File: config.mk
export PLATFORM = sky130hd
export DESIGN_NAME = g_2arb1_flat
export DESIGN_NICKNAME = d
export VERILOG_FILES = /design/src/rtl/g_2arb1_if.sv /design/src/rtl/g_2arb1.sv /design/src/flat_wrapper.sv
export SDC_FILE = /design/constraint.sdc
export NUM_CORES = 1
export LEC_CHECK = 0
export CAP_MARGIN = 20
export CORE_UTILIZATION = 52
export DETAILED_ROUTE_END_ITERATION = 12
export DONT_BUFFER_PORTS = 1
export GPL_ROUTABILITY_DRIVEN = 0
export HOLD_SLACK_MARGIN = 0.06
export PLACE_DENSITY = 0.81
export SLEW_MARGIN = 25
export SYNTH_ARGS = -nofsm -noshare
export SYNTH_HDL_FRONTEND = slang
export SYNTH_SLANG_ARGS = --single-unit
File: constraint.sdc
create_clock -name CK -period 1.5 [get_ports CK]
set_input_delay 0.225 -clock CK [delete_from_list [all_inputs] [get_ports CK]]
set_output_delay 0.225 -clock CK [all_outputs]
set_load 0.05 [all_outputs]
File: src/rtl/g_2arb1_if.sv
// g_2arb1_if: request/grant bundle between requesters, resource and arbiter.
// Mixed polarity: AN and GA_N are active-low, the rest active-high.
interface g_2arb1_if;
  logic AN;
  logic B;
  logic DONE;
  logic GA_N;
  logic GB;
  logic BUSY;
  logic TOUT;

  modport master (
    output AN, B, DONE,
    input  GA_N, GB, BUSY, TOUT
  );

  modport slave (
    input  AN, B, DONE,
    output GA_N, GB, BUSY, TOUT
  );
endinterface

File: src/rtl/g_2arb1.sv
// g_2arb1: two-requester round-robin arbiter, A active-low, B active-high.
// Registered, exclusive grants with a hold timeout and a forced release gap.
module g_2arb1 #(
  parameter int MAX_HOLD = 16,
  parameter int GAP      = 1
) (
  input logic      CK,
  input logic      CD,
  g_2arb1_if.slave arb
);
  localparam int HW = (MAX_HOLD > 1) ? $clog2(MAX_HOLD) : 1;
  localparam logic [HW-1:0] HOLD_LAST = HW'(MAX_HOLD - 1);
  localparam logic [1:0] GAP_LAST = 2'(GAP - 1);
  localparam bit TMO_EN = (MAX_HOLD != 0);

  typedef enum logic [1:0] {
    S_IDLE,
    S_GNT_A,
    S_GNT_B,
    S_GAP
  } state_t;

  state_t        state_q, state_d;
  logic [HW-1:0] hold_q, hold_d;
  logic [1:0]    gcnt_q, gcnt_d;
  logic          last_b_q, last_b_d;
  logic          ga_n_q, ga_n_d;
  logic          gb_q, gb_d;
  logic          busy_q, busy_d;
  logic          tout_q, tout_d;

  logic req_a, req_b;
  logic pick_a, pick_b;
  logic own_a, own_req;
  logic tmo, eval;

  assign req_a = ~arb.AN;
  assign req_b = arb.B;

  // On a tie the side not served last wins
  assign pick_a = req_a & (~req_b | last_b_q);
  assign pick_b = req_b & ~pick_a;

  assign own_a   = (state_q == S_GNT_A);
  assign own_req = own_a ? req_a : req_b;
  assign tmo     = TMO_EN && (hold_q == HOLD_LAST);

  // Final gap cycle arbitrates like IDLE so the gap is exactly GAP long
  assign eval = (state_q == S_IDLE) ||
                ((state_q == S_GAP) && (gcnt_q == GAP_LAST));

  always_comb begin
    state_d  = state_q;
    hold_d   = hold_q;
    gcnt_d   = gcnt_q;
    last_b_d = last_b_q;
    ga_n_d   = 1'b1;
    gb_d     = 1'b0;
    busy_d   = 1'b0;
    tout_d   = 1'b0;
    unique case (state_q)
      S_GNT_A, S_GNT_B: begin
        if (arb.DONE || !own_req || tmo) begin
          state_d  = S_GAP;
          gcnt_d   = '0;
          hold_d   = '0;
          last_b_d = ~own_a;
          tout_d   = tmo && !arb.DONE && own_req;
        end else begin
          hold_d = TMO_EN ? hold_q + 1'b1 : '0;
          ga_n_d = ~own_a;
          gb_d   = ~own_a;
          busy_d = 1'b1;
        end
      end
      S_GAP: begin
        if (gcnt_q != GAP_LAST)
          gcnt_d = gcnt_q + 2'd1;
      end
      default: ;
    endcase
    if (eval) begin
      state_d = S_IDLE;
      gcnt_d  = '0;
      hold_d  = '0;
      if (pick_a) begin
        state_d = S_GNT_A;
        ga_n_d  = 1'b0;
        busy_d  = 1'b1;
      end else if (pick_b) begin
        state_d = S_GNT_B;
        gb_d    = 1'b1;
        busy_d  = 1'b1;
      end
    end
  end

  always_ff @(posedge CK or posedge CD) begin
    if (CD) begin
      state_q  <= S_IDLE;
      hold_q   <= '0;
      gcnt_q   <= '0;
      last_b_q <= 1'b1;
      ga_n_q   <= 1'b1;
      gb_q     <= 1'b0;
      busy_q   <= 1'b0;
      tout_q   <= 1'b0;
    end else begin
      state_q  <= state_d;
      hold_q   <= hold_d;
      gcnt_q   <= gcnt_d;
      last_b_q <= last_b_d;
      ga_n_q   <= ga_n_d;
      gb_q     <= gb_d;
      busy_q   <= busy_d;
      tout_q   <= tout_d;
    end
  end

  assign arb.GA_N = ga_n_q;
  assign arb.GB   = gb_q;
  assign arb.BUSY = busy_q;
  assign arb.TOUT = tout_q;
endmodule
File: src/flat_wrapper.sv
// flat-port wrapper written by rule: the top's interface ports become plain ports
module g_2arb1_flat 
#(
  parameter int MAX_HOLD = 16,
  parameter int GAP      = 1
)
  (CK, CD, arb_AN, arb_B, arb_DONE, arb_GA_N, arb_GB, arb_BUSY, arb_TOUT);
  g_2arb1_if arb_i ();
  input logic CK;
  input logic CD;
  input wire logic [$bits(arb_i.AN)-1:0] arb_AN;
  input wire logic [$bits(arb_i.B)-1:0] arb_B;
  input wire logic [$bits(arb_i.DONE)-1:0] arb_DONE;
  output wire logic [$bits(arb_i.GA_N)-1:0] arb_GA_N;
  output wire logic [$bits(arb_i.GB)-1:0] arb_GB;
  output wire logic [$bits(arb_i.BUSY)-1:0] arb_BUSY;
  output wire logic [$bits(arb_i.TOUT)-1:0] arb_TOUT;
  assign arb_i.AN = arb_AN;
  assign arb_i.B = arb_B;
  assign arb_i.DONE = arb_DONE;
  assign arb_GA_N = arb_i.GA_N;
  assign arb_GB = arb_i.GB;
  assign arb_BUSY = arb_i.BUSY;
  assign arb_TOUT = arb_i.TOUT;
  g_2arb1 #(.MAX_HOLD(MAX_HOLD), .GAP(GAP)) u_core (.CK(CK), .CD(CD), .arb(arb_i));
endmodule
==> implementation parameters, run 1 <==
Parameter                              Value

Run status
  Outcome    complete, no violations

Synthesis
  Area of the mapped netlist    683 sq um
  Syn nets    77
  Share of the yosys chip area belonging to registers    0.480
  Cell types occupying the most area after synthesis    sky130_fd_sc_hd__dfrtp_1 (40%), sky130_fd_sc_hd__ha_1 (9.2%), sky130_fd_sc_hd__dfstp_2 (7.7%)
  Post-Syn Area per Cell    about 10 sq um
  Count of yosys warnings during synthesis    0
  Post-synth top area cell    sky130_fd_sc_hd__dfrtp_1
  Number of storage elements in the synthesis netlist    13
  Gate Count Post-Synth    67
  Area share of the largest cell type after synthesis    0.403
  Synth cell types    28

Route
  Number of detailed-route iterations in the first pass    4
  Final routed wire length divided by cell count    16.1 um
  DRC violation count after routing    0
  Initial drt markers    14
  Avg Vias per Cell    approximately 5.9
  Final ANT Viol Nets    0
  Via count of the routed design    552
  Wire length reported by the detailed router    between 1 and 1.5 mm

Placed design
  Port Buffers    0
  Total half-perimeter wirelength after legalization and detailed placement    roughly 1.1 mm

Worst setup path
  Data arrival at the endpoint of the critical path    approximately 1.7 ns
  Maximum fanout count along the critical path    4
  CP Class    flop to flop
  Required time of the critical path    1.71 ns
  Crit. End Element    flop
  Nature of the critical path startpoint    flop

STA
  Number of failing setup endpoints in the final timing report    0
  Setup TNS    0 ns
  Max Transition Viols Final    0
  Worst Skew    between 0.009 and 0.01 ns
  Slew @ Worst Pin    ~0.48 ns
  Setup repair after global routing missed its margin    yes
  Max Fclk    ~0.67 GHz
  Final critical-path required period    around 1.5 ns
  Tcrit/Tclk final    0.998
  Count of final hold-check violations    0
  Worst slew margin    0.677

Global routing
  Initial antenna violation count    0
  Overall track demand over capacity in global routing    0.250
  Maximum number of pins on one net before global-route repair    14
  Vias in the first global route    around 510
  Sum of overflow across all layers after global routing    0
  Wire length of the first global-routing pass    between 2 and 2.5 mm

Clock network
  Maximum count of clock buffers along a single path    2
  Clock slew at reported path FFs    around 0.080 ns
  CTS sink cnt    13
  Postcts setup bufs    0
  H-tree levels    1
  Clock latency reported for the late side of the worst-skew pair    0.27 ns
  TritonCTS buffer count    3
  CTS tree    yes
  Root Driver    sky130_fd_sc_hd__clkbuf_4

Floorplan
  Placeable Area    ~1200 sq um
  Initial Util    0.591
  Chip Width    ~38 um
  Area of the die    about 1500 sq um
  Count of standard-cell rows    12
  Number of ports placed on the die boundary    9
  Die outline height    between 30 and 40 um

Layout
  Number of nets in the layout    90
  Leading cell type in the layout, fill and taps excluded    sky130_fd_sc_hd__dfrtp_1
  Commonest cells after routing, fill and taps aside    sky130_fd_sc_hd__dfrtp_1 (11), sky130_fd_sc_hd__buf_4 (8), sky130_fd_sc_hd__nand3_1 (6), sky130_fd_sc_hd__nand2_1 (4), sky130_fd_sc_hd__inv_1 (4)
  Sequential cell area    328 sq um
  ANT cells    0
  Number of fill cells    75
  Area taken by multi-input logic gates    ~370 sq um
  Relative area change from synthesis to final layout    22.2%
  Fraction of final layout cells sized beyond drive strength 1    0.304

Run
  Max Cap Viol    0

Power and ir drop
  Pwr dens    around 2200 nW/um^2
  Maximum ir drop on the vdd rail    about 1.3 mV
  Leakage power    approximately 0.39 nW
  Total power    between 0.0015 and 0.002 W

Hold path
  Hold crit path type    primary input to flop
## cell families after synthesis
group / Yosys count / share of synthesized area
and+or+nand+nor: 19 / 0.158
adders and majority gates: 5 / 0.0916
AOI/OAI and AO/OA: 19 / 0.183
DFF: 13 / 0.480
muxes: 3 / 0.0440
buffers and inverters: 8 / 0.0440
## what timing repair did
action,CTS,global route
gates resized for setup,1,2
pin swaps,4,1
hold endpoints to repair,11,0
setup endpoints to repair,1,4
hold buffers,1,0
## worst paths after layout
check	start	endpoint	slack [ns]	cells past startpoint
worst max-delay path	u_core.state_q[0]$_DFFE_PP0P_	u_core.hold_q[3]$_DFFE_PP0P_	0.004	5
worst min-delay path	arb_B	u_core.arb.BUSY$_DFF_PP0_	0.16	2
worst max register to register	u_core.state_q[0]$_DFFE_PP0P_	u_core.hold_q[3]$_DFFE_PP0P_	0.004	5
worst min register to register	u_core.last_b_q$_DFFE_PP1P_	u_core.last_b_q$_DFFE_PP1P_	0.51	2
max in group asynchronous	CD	u_core.last_b_q$_DFFE_PP1P_	0.75	2
min in group asynchronous	CD	u_core.hold_q[3]$_DFFE_PP0P_	0.40	2
## layout make-up
type | instances | area share
Clock buffer | 4 | 0.0315
Timing Repair Buffer | 9 | 0.0840
Tap cell | 14 | 0.0210
Inverter | 7 | 0.0315
Multi-Input combinational cell | 46 | 0.439
Sequential cell | 13 | 0.393
## metrics by stage
| step | std cells | area (sq um) | hold slack, ns | utilization | worst slack (ns) |
|---|---|---|---|---|---|
| floorplan | 67 | 708 | 0.101 | - | 0.00865 |
| global placement | 88 | 782 | 0.156 | 0.676 | -0.00613 |
| detailed placement | 88 | 782 | 0.158 | 0.676 | -0.0415 |
| CTS | 93 | 826 | 0.154 | 0.714 | 0.00128 |
| global route | 93 | 835 | 0.158 | 0.722 | -0.0569 |
| finish | 93 | 835 | 0.157 | 0.722 | 0.00364 |
## sequential cells by signal, indices dropped and copies added, names as in the netlist
register         flops
u_core.arb.BUSY      1
u_core.arb.GA_N      1
u_core.arb.GB        1
u_core.arb.TOUT      1
u_core.gcnt_q        2
u_core.hold_q        4
u_core.last_b_q      1
u_core.state_q       2
## cell usage after synthesis
cell type	count
sky130_fd_sc_hd__o21ai_0	1
sky130_fd_sc_hd__o22ai_1	1
sky130_fd_sc_hd__nand4b_1	1
sky130_fd_sc_hd__a22oi_1	1
sky130_fd_sc_hd__a32oi_1	1
sky130_fd_sc_hd__nand2b_1	1
sky130_fd_sc_hd__a211o_1	1
sky130_fd_sc_hd__o21ai_1	3
sky130_fd_sc_hd__o31a_1	1
sky130_fd_sc_hd__dfstp_2	2
sky130_fd_sc_hd__clkbuf_1	1
sky130_fd_sc_hd__dfrtp_1	11
sky130_fd_sc_hd__nand4_1	1
sky130_fd_sc_hd__a31oi_1	1
sky130_fd_sc_hd__nand3_1	6
sky130_fd_sc_hd__a21oi_1	4
sky130_fd_sc_hd__a21o_1	2
sky130_fd_sc_hd__inv_1	7
sky130_fd_sc_hd__nor2_1	3
sky130_fd_sc_hd__a211oi_1	1
sky130_fd_sc_hd__mux2i_1	3
sky130_fd_sc_hd__o31ai_1	1
sky130_fd_sc_hd__a21oi_2	1
sky130_fd_sc_hd__nand3_2	1
sky130_fd_sc_hd__nand2_1	4
sky130_fd_sc_hd__nand2b_4	1
sky130_fd_sc_hd__ha_1	5
sky130_fd_sc_hd__nor2b_1	1
## critical path: stages, from the launching register on
cell,delay (ns)
sky130_fd_sc_hd__dfrtp_1,0.43
sky130_fd_sc_hd__ha_4,0.20
sky130_fd_sc_hd__nand2b_4,0.15
sky130_fd_sc_hd__a211o_1,0.27
sky130_fd_sc_hd__o31a_1,0.27
sky130_fd_sc_hd__a21oi_2,0.11
## power breakdown
group / leakage, nW / total [W] / internal (W) / switching [W]
clock network: 0.0150 / 0.000214 / 0.000103 / 0.000111
logic: 0.210 / 0.000985 / 0.000463 / 0.000522
registers: 0.165 / 0.000661 / 0.000474 / 0.000187
## layer usage
layer	up-vias	wire, um	track usage
li1	265	-	-
met1	260	676	0.333
met2	23	705	0.403
met3	4	84	0.0349
met4	0	29	0.107
met5	-	0	0
Note: power is estimated with default switching activity, not from simulation.
==> inputs of run 2 (changes only) <==
Settings changed: PLACE_DENSITY 0.81 to 0.68.
==> implementation parameters, run 2 (synthesized netlist as in run 1, its figures left out) <==
Parameter                              Value

Run status
  Outcome    complete, but fails checks
  Failing checks    setup timing

Placed design
  Total half-perimeter wirelength after legalization and detailed placement    992 um (-6.2%)
  Port Buffers    0 (unchanged)
  Dpl cells    87 (-1.1%)

Power and ir drop
  Maximum ir drop on the vdd rail    1.29 mV (-2.9%)
  Leakage power    0.388 nW (-0.49%)
  Total power    0.00185 W (-0.74%)
  Pwr dens    2180 nW/um^2 (-2.1%)

Route
  Final routed wire length divided by cell count    14.9 um (-7.2%)
  Final ANT Viol Nets    0 (unchanged)
  Avg Vias per Cell    5.66 (-4.7%)
  DRC violation count after routing    0 (unchanged)
  Initial drt markers    22 (+8)
  Via count of the routed design    526 (-4.7%)
  Wire length reported by the detailed router    1.39 mm (-7.2%)
  Number of detailed-route iterations in the first pass    4 (unchanged)

Layout
  Fraction of final layout cells sized beyond drive strength 1    0.291 (-0.0127)
  Number of nets in the layout    90 (unchanged)
  Area taken by multi-input logic gates    378 sq um (+3.1%)
  Largest register FFs    4 (unchanged)
  Relative area change from synthesis to final layout    23.8%
  Largest register by flop count    u_core.hold_q
  Commonest cells after routing, fill and taps aside    sky130_fd_sc_hd__dfrtp_1 (11), sky130_fd_sc_hd__buf_4 (8), sky130_fd_sc_hd__nand3_1 (5)
  Leading cell type in the layout, fill and taps excluded    sky130_fd_sc_hd__dfrtp_1
  ANT cells    0 (unchanged)
  Sequential cell area    328 sq um (unchanged)
  Largest registers    u_core.hold_q: 4 flops, u_core.gcnt_q: 2 flops, u_core.state_q: 2 flops
  Number of cells in the finished layout apart from fillers    93 (unchanged)
  Number of fill cells    80 (+6.7%)
  Utilization after layout    0.732 (+0.00974)

Worst setup path
  Reg2reg setup slack    -0.008 ns (about the same)
  Crit. path cell count    5 (unchanged)
  Required time of the critical path    1.70 ns (about the same)
  Largest stage delay, worst path    0.44 ns (about the same)
  Data arrival at the endpoint of the critical path    1.71 ns (about the same)
  Nature of the critical path startpoint    flop
  CP Class    flop to flop
  Crit. End Element    flop
  Reg-to-reg critical path startpoint    u_core.state_q[0]$_DFFE_PP0P_
  Last element of the critical path    u_core.hold_q[3]$_DFFE_PP0P_
  Number of cells traversed by the worst register-to-register path    5 (unchanged)
  Critical path's slowest cell    sky130_fd_sc_hd__dfrtp_1
  Reg-to-Reg End    u_core.hold_q[3]$_DFFE_PP0P_
  CP Buf/Inv Count    0 (unchanged)
  Maximum fanout count along the critical path    3 (-1)
  Critical path startpoint    u_core.state_q[0]$_DFFE_PP0P_
  Kind of cell adding the most delay to the critical path    compound AO/OA/AOI/OAI gates
  Cell chain of the critical path    ha_4 > nand2b_4 > a211o_1 > o31a_1 > a21oi_1

STA
  Smallest setup slack after layout    -0.00835 ns (-0.0120 ns)
  Number of failing setup endpoints in the final timing report    1 (+1)
  Count of final hold-check violations    0 (unchanged)
  Max Fclk    0.663 GHz (-0.79%)
  Setup TNS    -0.00835 ns (-0.00835 ns)
  Slew @ Worst Pin    0.493 ns (+0.00848 ns)
  Smallest hold slack    0.130 ns (-0.0265 ns)
  Final critical-path required period    1.51 ns (+0.0120 ns)
  Worst slew margin    0.671 (-0.00566)
  Setup repair after global routing missed its margin    yes
  Worst Skew    0.00434 ns (-0.00553 ns)
  Tcrit/Tclk final    1.01 (+0.00799)
  Max Transition Viols Final    0 (unchanged)

Global routing
  Initial antenna violation count    0 (unchanged)
  Wire length of the first global-routing pass    2.19 mm (-7.3%)
  Vias in the first global route    487 (-4.7%)
  Overall track demand over capacity in global routing    0.223 (-0.0271)
  Maximum number of pins on one net before global-route repair    14 (unchanged)
  Sum of overflow across all layers after global routing    0 (unchanged)

Clock network
  CTS tree    yes
  TritonCTS buffer count    3 (unchanged)
  Clock slew at reported path FFs    0.09 ns (about the same)
  Maximum count of clock buffers along a single path    2 (unchanged)
  H-tree levels    1 (unchanged)
  CTS sink cnt    13 (unchanged)
  Clock latency reported for the late side of the worst-skew pair    0.28 ns (about the same)
  Root Driver    sky130_fd_sc_hd__clkbuf_4

Hold path
  Start point of the worst min-delay path    arb_B
  Hold crit path type    primary input to flop

Run
  Max Cap Viol    0 (unchanged)

Floorplan
  Placeable Area    1160 sq um (unchanged)
  Initial Util    0.591 (unchanged)
  Number of ports placed on the die boundary    9 (unchanged)
  Die outline height    38.2 um (unchanged)
  Chip Width    38.2 um (unchanged)
  Count of standard-cell rows    12 (unchanged)
  Area of the die    1460 sq um (unchanged)
run 2: changes by cell type in the layout (fill, tap and decap cells not counted):
cell                      previous run  this run
sky130_fd_sc_hd__a21oi_1             3         4
sky130_fd_sc_hd__a21oi_2             2         0
sky130_fd_sc_hd__a21oi_4             0         1
sky130_fd_sc_hd__nand3_1             6         5
sky130_fd_sc_hd__nand3_4             0         1
sky130_fd_sc_hd__o31ai_1             0         1
sky130_fd_sc_hd__o31ai_2             1         0
run 2: final cells by class:
| cell class | count | share of cell area |
|---|---|---|
| Multi-Input combinational cell | 46 | 0.447 |
| Sequential cell | 13 | 0.388 |
| Timing Repair Buffer | 9 | 0.0828 |
| Clock buffer | 4 | 0.0311 |
| Inverter | 7 | 0.0311 |
| Tap cell | 14 | 0.0207 |
run 2: metal layers:
metal | part of all wire | GRT usage | routed length [um] | up-vias
met2 | 0.42 | 0.322 | 590 | 15
met4 | 0.012 | 0.0536 | 16 | 0
met5 | 0 | 0 | 0 | -
met1 | 0.52 | 0.328 | 718 | 246
li1 | - | - | - | 263
met3 | 0.045 | 0.0581 | 63 | 2
run 2: stage by stage:
stage / setup slack [ns] / area [sq um]
after floorplan: 0.00865 / 708
after global placement: -0.00763 / 774
after detailed placement: -0.0559 / 774
after CTS: -0.0000761 / 833
after global routing: -0.0506 / 846
final: -0.00835 / 846
run 2: power by group:
part | internal [W] | switching (W) | total (W)
clock | 0.000103 | 0.000122 | 0.000225
sequential | 0.000474 | 0.000180 | 0.000654
combinational | 0.000455 | 0.000512 | 0.000967
run 2: worst min-delay path by stage:
stage / cells after the start / slack (ns) / end
global route: 2 / 0.14 / u_core.arb.BUSY$_DFF_PP0_
finish: 2 / 0.13 / u_core.arb.BUSY$_DFF_PP0_
CTS: 2 / 0.13 / u_core.arb.BUSY$_DFF_PP0_
global placement: 1 / 0.15 / u_core.hold_q[1]$_DFFE_PP0P_
detailed placement: 1 / 0.16 / u_core.hold_q[1]$_DFFE_PP0P_
floorplan: 1 / 0.10 / u_core.arb.BUSY$_DFF_PP0_
run 2: timing repair:
action / in CTS / in global routing
endpoints found under the hold margin: 11 / 0
endpoints found under the setup margin: 2 / 6
gates resized for setup: 2 / 2
setup buffers: 1 / 0
hold buffers: 1 / 0
pin swaps: 6 / 1
